===== config.mk =====
export PLATFORM = sky130hd
export DESIGN_NAME = mem_lsu_hs
export DESIGN_NICKNAME = d
export VERILOG_FILES = /design/src/rtl/mem_lsu_hs.sv
export SDC_FILE = /design/constraint.sdc
export NUM_CORES = 1
export LEC_CHECK = 0
export CORE_AREA = 2 2 146 148
export DETAILED_ROUTE_END_ITERATION = 10
export DIE_AREA = 0 0 148 150
export DONT_BUFFER_PORTS = 1
export GPL_TIMING_DRIVEN = 0
export HOLD_SLACK_MARGIN = 0.06
export PLACE_DENSITY = 0.6
export SLEW_MARGIN = 20
export SYNTH_ARGS = -nofsm -noshare
export SYNTH_HDL_FRONTEND = slang
export SYNTH_SLANG_ARGS = --single-unit

===== constraint.sdc =====
create_clock -name clk -period 3.2 [get_ports clk]
set_clock_uncertainty 0.2 [all_clocks]
set_input_delay 0.48 -clock clk [delete_from_list [all_inputs] [get_ports clk]]
set_output_delay 0.48 -clock clk [all_outputs]
set_load 0.05 [all_outputs]

===== src/rtl/mem_lsu_hs.sv =====
// Multi-cycle MEM-stage load/store unit: req/ack/err data-bus handshake, pipeline stall,
// misaligned/bus-error/timeout exceptions and fixed-priority interrupt arbitration.
module mem_lsu_hs #(
  parameter int unsigned NUM_IRQ = 3,
  parameter int unsigned TIMEOUT = 16,
  parameter int unsigned ADDR_W  = 32
) (
  input  logic                   clk,
  input  logic                   rst,
  input  logic                   valid_i,
  input  logic [3:0]             op_i,
  input  logic [31:0]            addr_i,
  input  logic [31:0]            wdata_i,
  input  logic                   flush_i,
  input  logic [NUM_IRQ-1:0]     irq_i,
  input  logic [31*NUM_IRQ-1:0]  irq_code_i,
  output logic                   bus_req_o,
  output logic                   bus_we_o,
  output logic [3:0]             bus_sel_o,
  output logic [ADDR_W-1:0]      bus_addr_o,
  output logic [31:0]            bus_wdata_o,
  input  logic                   bus_ack_i,
  input  logic                   bus_err_i,
  input  logic [31:0]            bus_rdata_i,
  output logic                   stall_o,
  output logic                   done_o,
  output logic [31:0]            rdata_o,
  output logic [31:0]            exc_o,
  output logic [31:0]            tval_o
);

  localparam logic [3:0] OP_LB  = 4'd1;
  localparam logic [3:0] OP_LBU = 4'd2;
  localparam logic [3:0] OP_LH  = 4'd3;
  localparam logic [3:0] OP_LHU = 4'd4;
  localparam logic [3:0] OP_LW  = 4'd5;
  localparam logic [3:0] OP_SB  = 4'd9;
  localparam logic [3:0] OP_SH  = 4'd10;
  localparam logic [3:0] OP_SW  = 4'd11;

  localparam logic [31:0] EXC_LD_MIS = 32'd4;
  localparam logic [31:0] EXC_LD_ERR = 32'd5;
  localparam logic [31:0] EXC_ST_MIS = 32'd6;
  localparam logic [31:0] EXC_ST_ERR = 32'd7;

  localparam int unsigned CNT_W = $clog2(TIMEOUT + 1);

  typedef enum logic [1:0] {S_IDLE, S_BUSY, S_DONE, S_ABORT} state_t;

  state_t              state_q, state_d;
  logic [CNT_W-1:0]    cnt_q, cnt_d;
  logic [3:0]          op_q, op_d;
  logic [31:0]         addr_q, addr_d;
  logic                bus_req_q, bus_req_d;
  logic                bus_we_q, bus_we_d;
  logic [3:0]          bus_sel_q, bus_sel_d;
  logic [ADDR_W-1:0]   bus_addr_q, bus_addr_d;
  logic [31:0]         bus_wdata_q, bus_wdata_d;
  logic                done_q, done_d;
  logic [31:0]         rdata_q, rdata_d;
  logic [31:0]         exc_q, exc_d;
  logic [31:0]         tval_q, tval_d;

  logic        is_load, is_store, is_mem, misaligned;
  logic        irq_any, irq_found, accept, bus_end;
  logic [30:0] irq_code;

  // Big-endian lanes: byte offset 0 lives in bits [31:24].
  function automatic logic [3:0] lane_sel(input logic [3:0] op, input logic [1:0] a);
    case (op)
      OP_LB, OP_LBU, OP_SB: lane_sel = 4'b1000 >> a;
      OP_LH, OP_LHU, OP_SH: lane_sel = a[1] ? 4'b0011 : 4'b1100;
      default:              lane_sel = 4'b1111;
    endcase
  endfunction

  function automatic logic [31:0] store_data(input logic [3:0] op, input logic [31:0] wd);
    case (op)
      OP_SB:   store_data = {4{wd[7:0]}};
      OP_SH:   store_data = {2{wd[15:0]}};
      OP_SW:   store_data = wd;
      default: store_data = '0;
    endcase
  endfunction

  function automatic logic [31:0] load_ext(input logic [3:0] op, input logic [1:0] a,
                                           input logic [31:0] rd);
    logic [7:0]  b;
    logic [15:0] h;
    case (a)
      2'b00:   b = rd[31:24];
      2'b01:   b = rd[23:16];
      2'b10:   b = rd[15:8];
      default: b = rd[7:0];
    endcase
    h = a[1] ? rd[15:0] : rd[31:16];
    case (op)
      OP_LB:   load_ext = {{24{b[7]}}, b};
      OP_LBU:  load_ext = {24'd0, b};
      OP_LH:   load_ext = {{16{h[15]}}, h};
      OP_LHU:  load_ext = {16'd0, h};
      OP_LW:   load_ext = rd;
      default: load_ext = '0;
    endcase
  endfunction

  always_comb begin
    is_load  = (op_i >= OP_LB) && (op_i <= OP_LW);
    is_store = (op_i >= OP_SB) && (op_i <= OP_SW);
    is_mem   = is_load | is_store;
    case (op_i)
      OP_LH, OP_LHU, OP_SH: misaligned = addr_i[0];
      OP_LW, OP_SW:         misaligned = |addr_i[1:0];
      default:              misaligned = 1'b0;
    endcase
    irq_any   = |irq_i;
    irq_found = 1'b0;
    irq_code  = '0;
    for (int unsigned k = 0; k < NUM_IRQ; k++) begin
      if (irq_i[k] && !irq_found) begin
        irq_found = 1'b1;
        irq_code  = irq_code_i[31*k +: 31];
      end
    end
    accept  = (state_q == S_IDLE) && valid_i && !flush_i;
    bus_end = bus_err_i | bus_ack_i | (cnt_q == CNT_W'(TIMEOUT));
  end

  always_comb begin
    state_d     = state_q;
    cnt_d       = cnt_q;
    op_d        = op_q;
    addr_d      = addr_q;
    bus_req_d   = bus_req_q;
    bus_we_d    = bus_we_q;
    bus_sel_d   = bus_sel_q;
    bus_addr_d  = bus_addr_q;
    bus_wdata_d = bus_wdata_q;
    done_d      = 1'b0;
    rdata_d     = '0;
    exc_d       = '0;
    tval_d      = '0;
    case (state_q)
      S_IDLE: begin
        if (accept) begin
          if (irq_any) begin
            state_d = S_DONE;
            done_d  = 1'b1;
            exc_d   = {1'b1, irq_code};
          end else if (misaligned) begin
            state_d = S_DONE;
            done_d  = 1'b1;
            exc_d   = is_store ? EXC_ST_MIS : EXC_LD_MIS;
            tval_d  = addr_i;
          end else if (is_mem) begin
            state_d     = S_BUSY;
            cnt_d       = CNT_W'(1);
            op_d        = op_i;
            addr_d      = addr_i;
            bus_req_d   = 1'b1;
            bus_we_d    = is_store;
            bus_sel_d   = lane_sel(op_i, addr_i[1:0]);
            bus_addr_d  = {addr_i[ADDR_W-1:2], 2'b00};
            bus_wdata_d = store_data(op_i, wdata_i);
          end
        end
      end
      S_BUSY, S_ABORT: begin
        cnt_d = cnt_q + 1'b1;
        if (bus_end) begin
          bus_req_d   = 1'b0;
          bus_we_d    = 1'b0;
          bus_sel_d   = '0;
          bus_addr_d  = '0;
          bus_wdata_d = '0;
          state_d     = S_IDLE;
          // An aborted (or same-cycle flushed) access still completes on the bus but reports nothing.
          if (state_q == S_BUSY && !flush_i) begin
            state_d = S_DONE;
            done_d  = 1'b1;
            if (bus_ack_i && !bus_err_i) begin
              rdata_d = load_ext(op_q, addr_q[1:0], bus_rdata_i);
            end else begin
              exc_d  = op_q[3] ? EXC_ST_ERR : EXC_LD_ERR;
              tval_d = addr_q;
            end
          end
        end else if (state_q == S_BUSY && flush_i) begin
          state_d = S_ABORT;
        end
      end
      S_DONE:  state_d = S_IDLE;
      default: state_d = S_IDLE;
    endcase
  end

  always_ff @(posedge clk) begin
    if (rst) begin
      state_q     <= S_IDLE;
      cnt_q       <= '0;
      op_q        <= '0;
      addr_q      <= '0;
      bus_req_q   <= 1'b0;
      bus_we_q    <= 1'b0;
      bus_sel_q   <= '0;
      bus_addr_q  <= '0;
      bus_wdata_q <= '0;
      done_q      <= 1'b0;
      rdata_q     <= '0;
      exc_q       <= '0;
      tval_q      <= '0;
    end else begin
      state_q     <= state_d;
      cnt_q       <= cnt_d;
      op_q        <= op_d;
      addr_q      <= addr_d;
      bus_req_q   <= bus_req_d;
      bus_we_q    <= bus_we_d;
      bus_sel_q   <= bus_sel_d;
      bus_addr_q  <= bus_addr_d;
      bus_wdata_q <= bus_wdata_d;
      done_q      <= done_d;
      rdata_q     <= rdata_d;
      exc_q       <= exc_d;
      tval_q      <= tval_d;
    end
  end

  assign bus_req_o   = bus_req_q;
  assign bus_we_o    = bus_we_q;
  assign bus_sel_o   = bus_sel_q;
  assign bus_addr_o  = bus_addr_q;
  assign bus_wdata_o = bus_wdata_q;
  assign stall_o     = (state_q == S_BUSY) | (accept & (irq_any | is_mem));
  assign done_o      = done_q & ~flush_i;
  assign exc_o       = flush_i ? '0 : exc_q;
  assign rdata_o     = rdata_q;
  assign tval_o      = tval_q;

endmodule


======== Word level (Yosys, flattened, before mapping) ========
Cells that the tools add are included.
Widths: inputs -> output; s select.
storage, ports and cells
  bits in registers ....................... 210
  output and inout port bits .............. 168
  word-level logic and storage cells ...... 162
cells by class
  $add $sub $neg .......................... 1
  magnitude comparators ................... 4
  equal/unequal tests ..................... 26
  shift operators ......................... 1
  multiplexer cells ....................... 76
  bitwise gates (word level) .............. 14
  reductions and logical operators ........ 27
operators with widths
  cell                count
  $mux 32             18
  $pmux 32 s2         4
  $pmux 32 s5         1
  $pmux 32 s3         1
  $mux 31             3
  $mux 4              6
  $pmux 8 s3          1
  $mux 5              4
  $mux 2              9
  $eq 4x2->1 const B  4
  $eq 4x3->1 const B  4
  $mux 1              16
  $mux 16             1
  $pmux 4 s2          2
  $eq 4x4->1 const B  3
  $mux 3              4
  $ne 2x2->1 const B  5
  $pmux 5 s2          1
  $reduce_and 5->1    2
  $logic_and 1x1->1   9
  $reduce_or 3->1     3
  $eq 4x1->1 const B  2
  $pmux 1 s2          4
  $not 1->1           7
  other kinds (21)    35

======== Logic depth before layout (Yosys ltp) ========
Gate-level depths: netlist of run 1.
  depth after elaboration ................. 10
  depth in mapped cells ................... 10

======== Least setup slack after synthesis of run 1 ========
OpenSTA, ideal clock, no wires.
  path type ............................... register to output
  start ................................... reg state_q[0]
  end ..................................... out stall_o
  arrival time ............................ 1.886 ns
  required time ........................... 2.520 ns
  slack ................................... 0.634 ns
  stages on the path, launching flop included .. 5
  path buffers ............................ 2
  cell sequence ........................... dfxtp_1 > buf_6 > clkbuf_1 > inv_1 > o21ai_0
between the ends
  cells in the longest elaborated chain, start to end .. 5
  elaborated cells between the ends (all ways) .. 6
  those cells by class .................... eq/ne (1); bitwise (2); reduce/logical (3)
RTL lines
  element                          RTL line  text
  start: declaration               50        state_t state_q, state_d;
  start signal: assignment         213       state_q <= state_d;
  $logic_not 2->1                  125       accept = (state_q == S_IDLE) && valid_i && !flush_i;
  $logic_and 1x1->1 (2 in series)  125
  $and 1x1->1                      234       assign stall_o = (state_q == S_BUSY) | (accept & (irq_any | is_mem));
  $or 1x1->1 *                     234
  end: declaration                 25        output logic stall_o,
Every way passes the cells marked *; elsewhere a longest branch is shown, timed or not.

======== Final worst setup path of run 1 ========
  start ................................... in flush_i
  end ..................................... reg tval_q[26] (netlist: tval_o[26])
between the ends
  cells in the longest elaborated chain, start to end .. 5
  elaborated cells between the ends (all ways) .. 7
  those cells by class .................... mux (4); reduce/logical (3)
RTL lines
  element                 RTL line  text
  start: declaration      14        input logic flush_i,
  $logic_not 1->1 *       125, 178
  $logic_and 1x1->1       178       if (state_q == S_BUSY && !flush_i) begin
  $mux 32                 178
  $mux 32                 170       if (bus_end) begin
  $pmux 32 s2 *           143       case (state_q)
  end signal: assignment  225       tval_q <= tval_d;
  end: declaration        62        logic [31:0] tval_q, tval_d;
Marked as above.
A chain may end at the register's enable or synchronous reset.

==> results of run 1 <==
[path summary, 6_finish.rpt]
check                                        startpoint  slack (ns)                           end  cells past startpoint
worst max-delay path                            flush_i        0.29         tval_o[26]$_SDFF_PP0_                      7
worst min-delay path                         wdata_i[4]        0.08  bus_wdata_o[20]$_SDFFE_PP0P_                      3
worst max register to register    cnt_q[0]$_SDFFE_PP0P_        0.42         tval_o[26]$_SDFF_PP0_                     10
worst min register to register  addr_q[29]$_SDFFE_PP0P_        0.25       addr_q[29]$_SDFFE_PP0P_                      2
[kinds of logic (layout without fill, tap and decap cells)]
group,Yosys count,after routing,synth area share
XOR/XNOR,5,5,0.00514
flip-flops,208,208,0.489
adder cells (fa/ha/maj),2,2,0.00294
multiplexers,26,26,0.0436
buffers and inverters,99,273,0.0524
AND/OR/NAND/NOR,337,337,0.182
other,1,6,0.000440
AO/OA/AOI/OAI,296,296,0.225
[power groups by stage]
stage / Sequential [mW] / Combinational (mW) / Clock, mW
after global routing: 2.63 / 0.540 / 2.82
after global placement: 2.69 / 0.323 / 0
final: 2.63 / 0.501 / 2.66
after detailed placement: 2.69 / 0.325 / 0
after CTS: 2.63 / 0.492 / 2.70
after floorplan: 2.69 / 0.254 / 0
[flip-flops by register name, indices dropped and copies added, names as in the netlist]
signal	cells
done_q	1
bus_we_o	1
bus_wdata_o	32
bus_addr_o	30
op_q	4
addr_q	32
state_q	2
bus_sel_o	4
bus_req_o	1
exc_q	32
rdata_o	32
tval_o	32
cnt_q	5
[synth_stat cells, types with 10 or more instances]
| master | number |
|---|---|
| a21oi_1 | 140 |
| a22o_1 | 15 |
| a22oi_1 | 78 |
| buf_2 | 21 |
| clkbuf_1 | 55 |
| dfxtp_1 | 208 |
| inv_1 | 10 |
| nand2_1 | 103 |
| nand3_1 | 43 |
| nor2_1 | 118 |
| nor2b_1 | 42 |
| o21ai_0 | 14 |
| o2bb2ai_1 | 12 |
[layer usage]
layer,up-vias,global-route usage,wire [µm]
met5,-,0,0
met4,0,0.103,1270
met3,81,0.0817,3090
met2,439,0.445,14900
met1,3901,0.328,12500
li1,3777,-,-
[cell type report]
cell class,count,area [µm²],share of cell area
flip-flops and latches,208,4160,0.379
plain buffers,88,405,0.0369
repair buffers,133,1330,0.121
inverters,11,41.3,0.00376
well taps,275,344,0.0314
multi-input cells,668,3920,0.358
clock inverters,5,78.8,0.00718
diodes,4,10.0,0.000912
clock buffers,36,674,0.0615
[timing repair]
item | 4_1_cts | 5_1_grt
buffers inserted | 0 | 0
hold buffers | 133 | 0
resized for setup | 0 | 1
setup endpoints to repair | 0 | 1
endpoints found under the hold margin | 182 | 0
[tightest hold or removal path: stages]
cell,delay [ns]
mux2_2,0.12
a22oi_1,0.05
o2bb2ai_1,0.10
[per-stage QoR]
step	instance area, µm²	hold slack [ns]
6_report	11000	0.0774
2_1_floorplan	8520	0.237
5_1_grt	11000	0.0832
3_3_place_gp	8870	0.243
4_1_cts	11000	0.0701
3_5_place_dp	8870	0.247
==> impl_metrics.env, run 1 <==
export IMPL_netlist_area_leader_share=0.489
export IMPL_std_cell_rows=53
export IMPL_status="completed"
export IMPL_num_vias=8198
export IMPL_tightestPinTransition_ns=1.17
export IMPL_path_class="in2reg"
export IMPL_cp_num_buf_inv=2
export IMPL_die_w_um=148
export IMPL_cts_buffers=23
export IMPL_setup_viol=0
export IMPL_hp_class="in2reg"
export IMPL_ant_nets=0
export IMPL_p_sw_frac=0.233
export IMPL_post_route_util=0.530
export IMPL_cp_max_fo=10
export IMPL_core_area_um2=20700
export IMPL_cts_tree="yes"
export IMPL_die_y_um=150
export IMPL_cts_max_path_buffers=3
export IMPL_drc=0
export IMPL_insertion_delay_ns=0.51
export IMPL_io_pins=370
export IMPL_gp_congestion=0.878
export IMPL_stdcell_count=1428
export IMPL_p_seq_frac=0.454
export IMPL_slew_headroom=0.220
export IMPL_ys_seq_area_frac=0.489
export IMPL_slew_viol_final=0
export IMPL_syn_area_um2=8520
export IMPL_critPathArrivalTime_ns=3.14
export IMPL_final_period_utilization=0.910
export IMPL_nFillCells=1890
export IMPL_yosys_area_top_type="dfxtp_1"
export IMPL_port_buffers=0
export IMPL_synthArstFlopShare=0
export IMPL_final_setup_tns_ns=0
export IMPL_synth_seq_cells=208
export IMPL_grt_pass1_wl_um=46400
export IMPL_antenna_found_initial=4
export IMPL_synth_edf_count=0
export IMPL_end_kind="register"
export IMPL_leakagePower_nw=3.86
export IMPL_hold_viol=0
export IMPL_dp_hpwl_um=22200
export IMPL_fin_crit_ns=2.91
export IMPL_max_freq_mhz=344
export IMPL_ir_drop_mv=0.341
export IMPL_layout_commonest_cell="dfxtp_1"
export IMPL_drive_gt1_frac=0.0792
export IMPL_p_comb_frac=0.086
export IMPL_slowest_stage="dlygate4sd3_1"
export IMPL_cts_sinks=208
export IMPL_root_buffer="clkbuf_16"
export IMPL_yosys_most_used_dff="dfxtp_1"
export IMPL_synthCells=974
export IMPL_dieArea_um2=22200
export IMPL_htreeDepth=1
export IMPL_setup_slack_ns=0.289
export IMPL_crit_family="buffers and inverters"
export IMPL_p_sw_mw=1.35
export IMPL_internal_power_mw=4.44
export IMPL_start_util=0.412
export IMPL_place_ws_ns=0.127
export IMPL_grt_overflow_total=0
export IMPL_synth_area_leaders="dfxtp_1 (49%), a21oi_1 (8.2%), a22oi_1 (6.9%)"
export IMPL_start_kind="primary input"
export IMPL_rsz0062_at_grt="false"
export IMPL_area_growth_pct=28.8
export IMPL_place_inst=1250
export IMPL_yosys_warnings=0
export IMPL_ys_types=56
export IMPL_first_pass_iters=5
export IMPL_wl_um=31800
export IMPL_power_frac_clock=0.459
export IMPL_nets=1337
export IMPL_post_drt_wl_per_cell_um=22.2
export IMPL_drt_initial_drc_count=512
export IMPL_crit_required_ns=3.43
export IMPL_routed_via_density=5.74
export IMPL_grt_usage=0.268
export IMPL_cp_cell_sequence="dlygate4sd3_1 > nor4b_4 > nand2_1 > a21oi_1 > clkbuf_1 > a22oi_1 > nor2_1"
export IMPL_grt_max_degree=13
export IMPL_power_mw=5.79
export IMPL_critPathMaxStageDelay_ns=0.63
export IMPL_grt_pass1_vias=7874
export IMPL_mostFrequentLayoutCells="dfxtp_1 (208), a21oi_1 (140), dlygate4sd3_1 (133), nor2_1 (118), nand2_1 (103)"
export IMPL_synth_avg_cell_area_um2=8.75
export IMPL_power_density_nw_per_um2=528
export IMPL_path_clk_slew_ns=0.06
export IMPL_cap_viol_max_count=0
(Power assumes the default switching activity.)
==> inputs of run 2 (changes only) <==
--- a/config.mk
+++ b/config.mk
@@ -9,6 +9,7 @@
 export DETAILED_ROUTE_END_ITERATION = 10
 export DIE_AREA = 0 0 148 150
 export DONT_BUFFER_PORTS = 1
+export GPL_ROUTABILITY_DRIVEN = 0
 export GPL_TIMING_DRIVEN = 0
 export HOLD_SLACK_MARGIN = 0.06
 export PLACE_DENSITY = 0.6
==> results of run 2 <==
The final DEF is identical to that of run 1; final timing and power are the same.
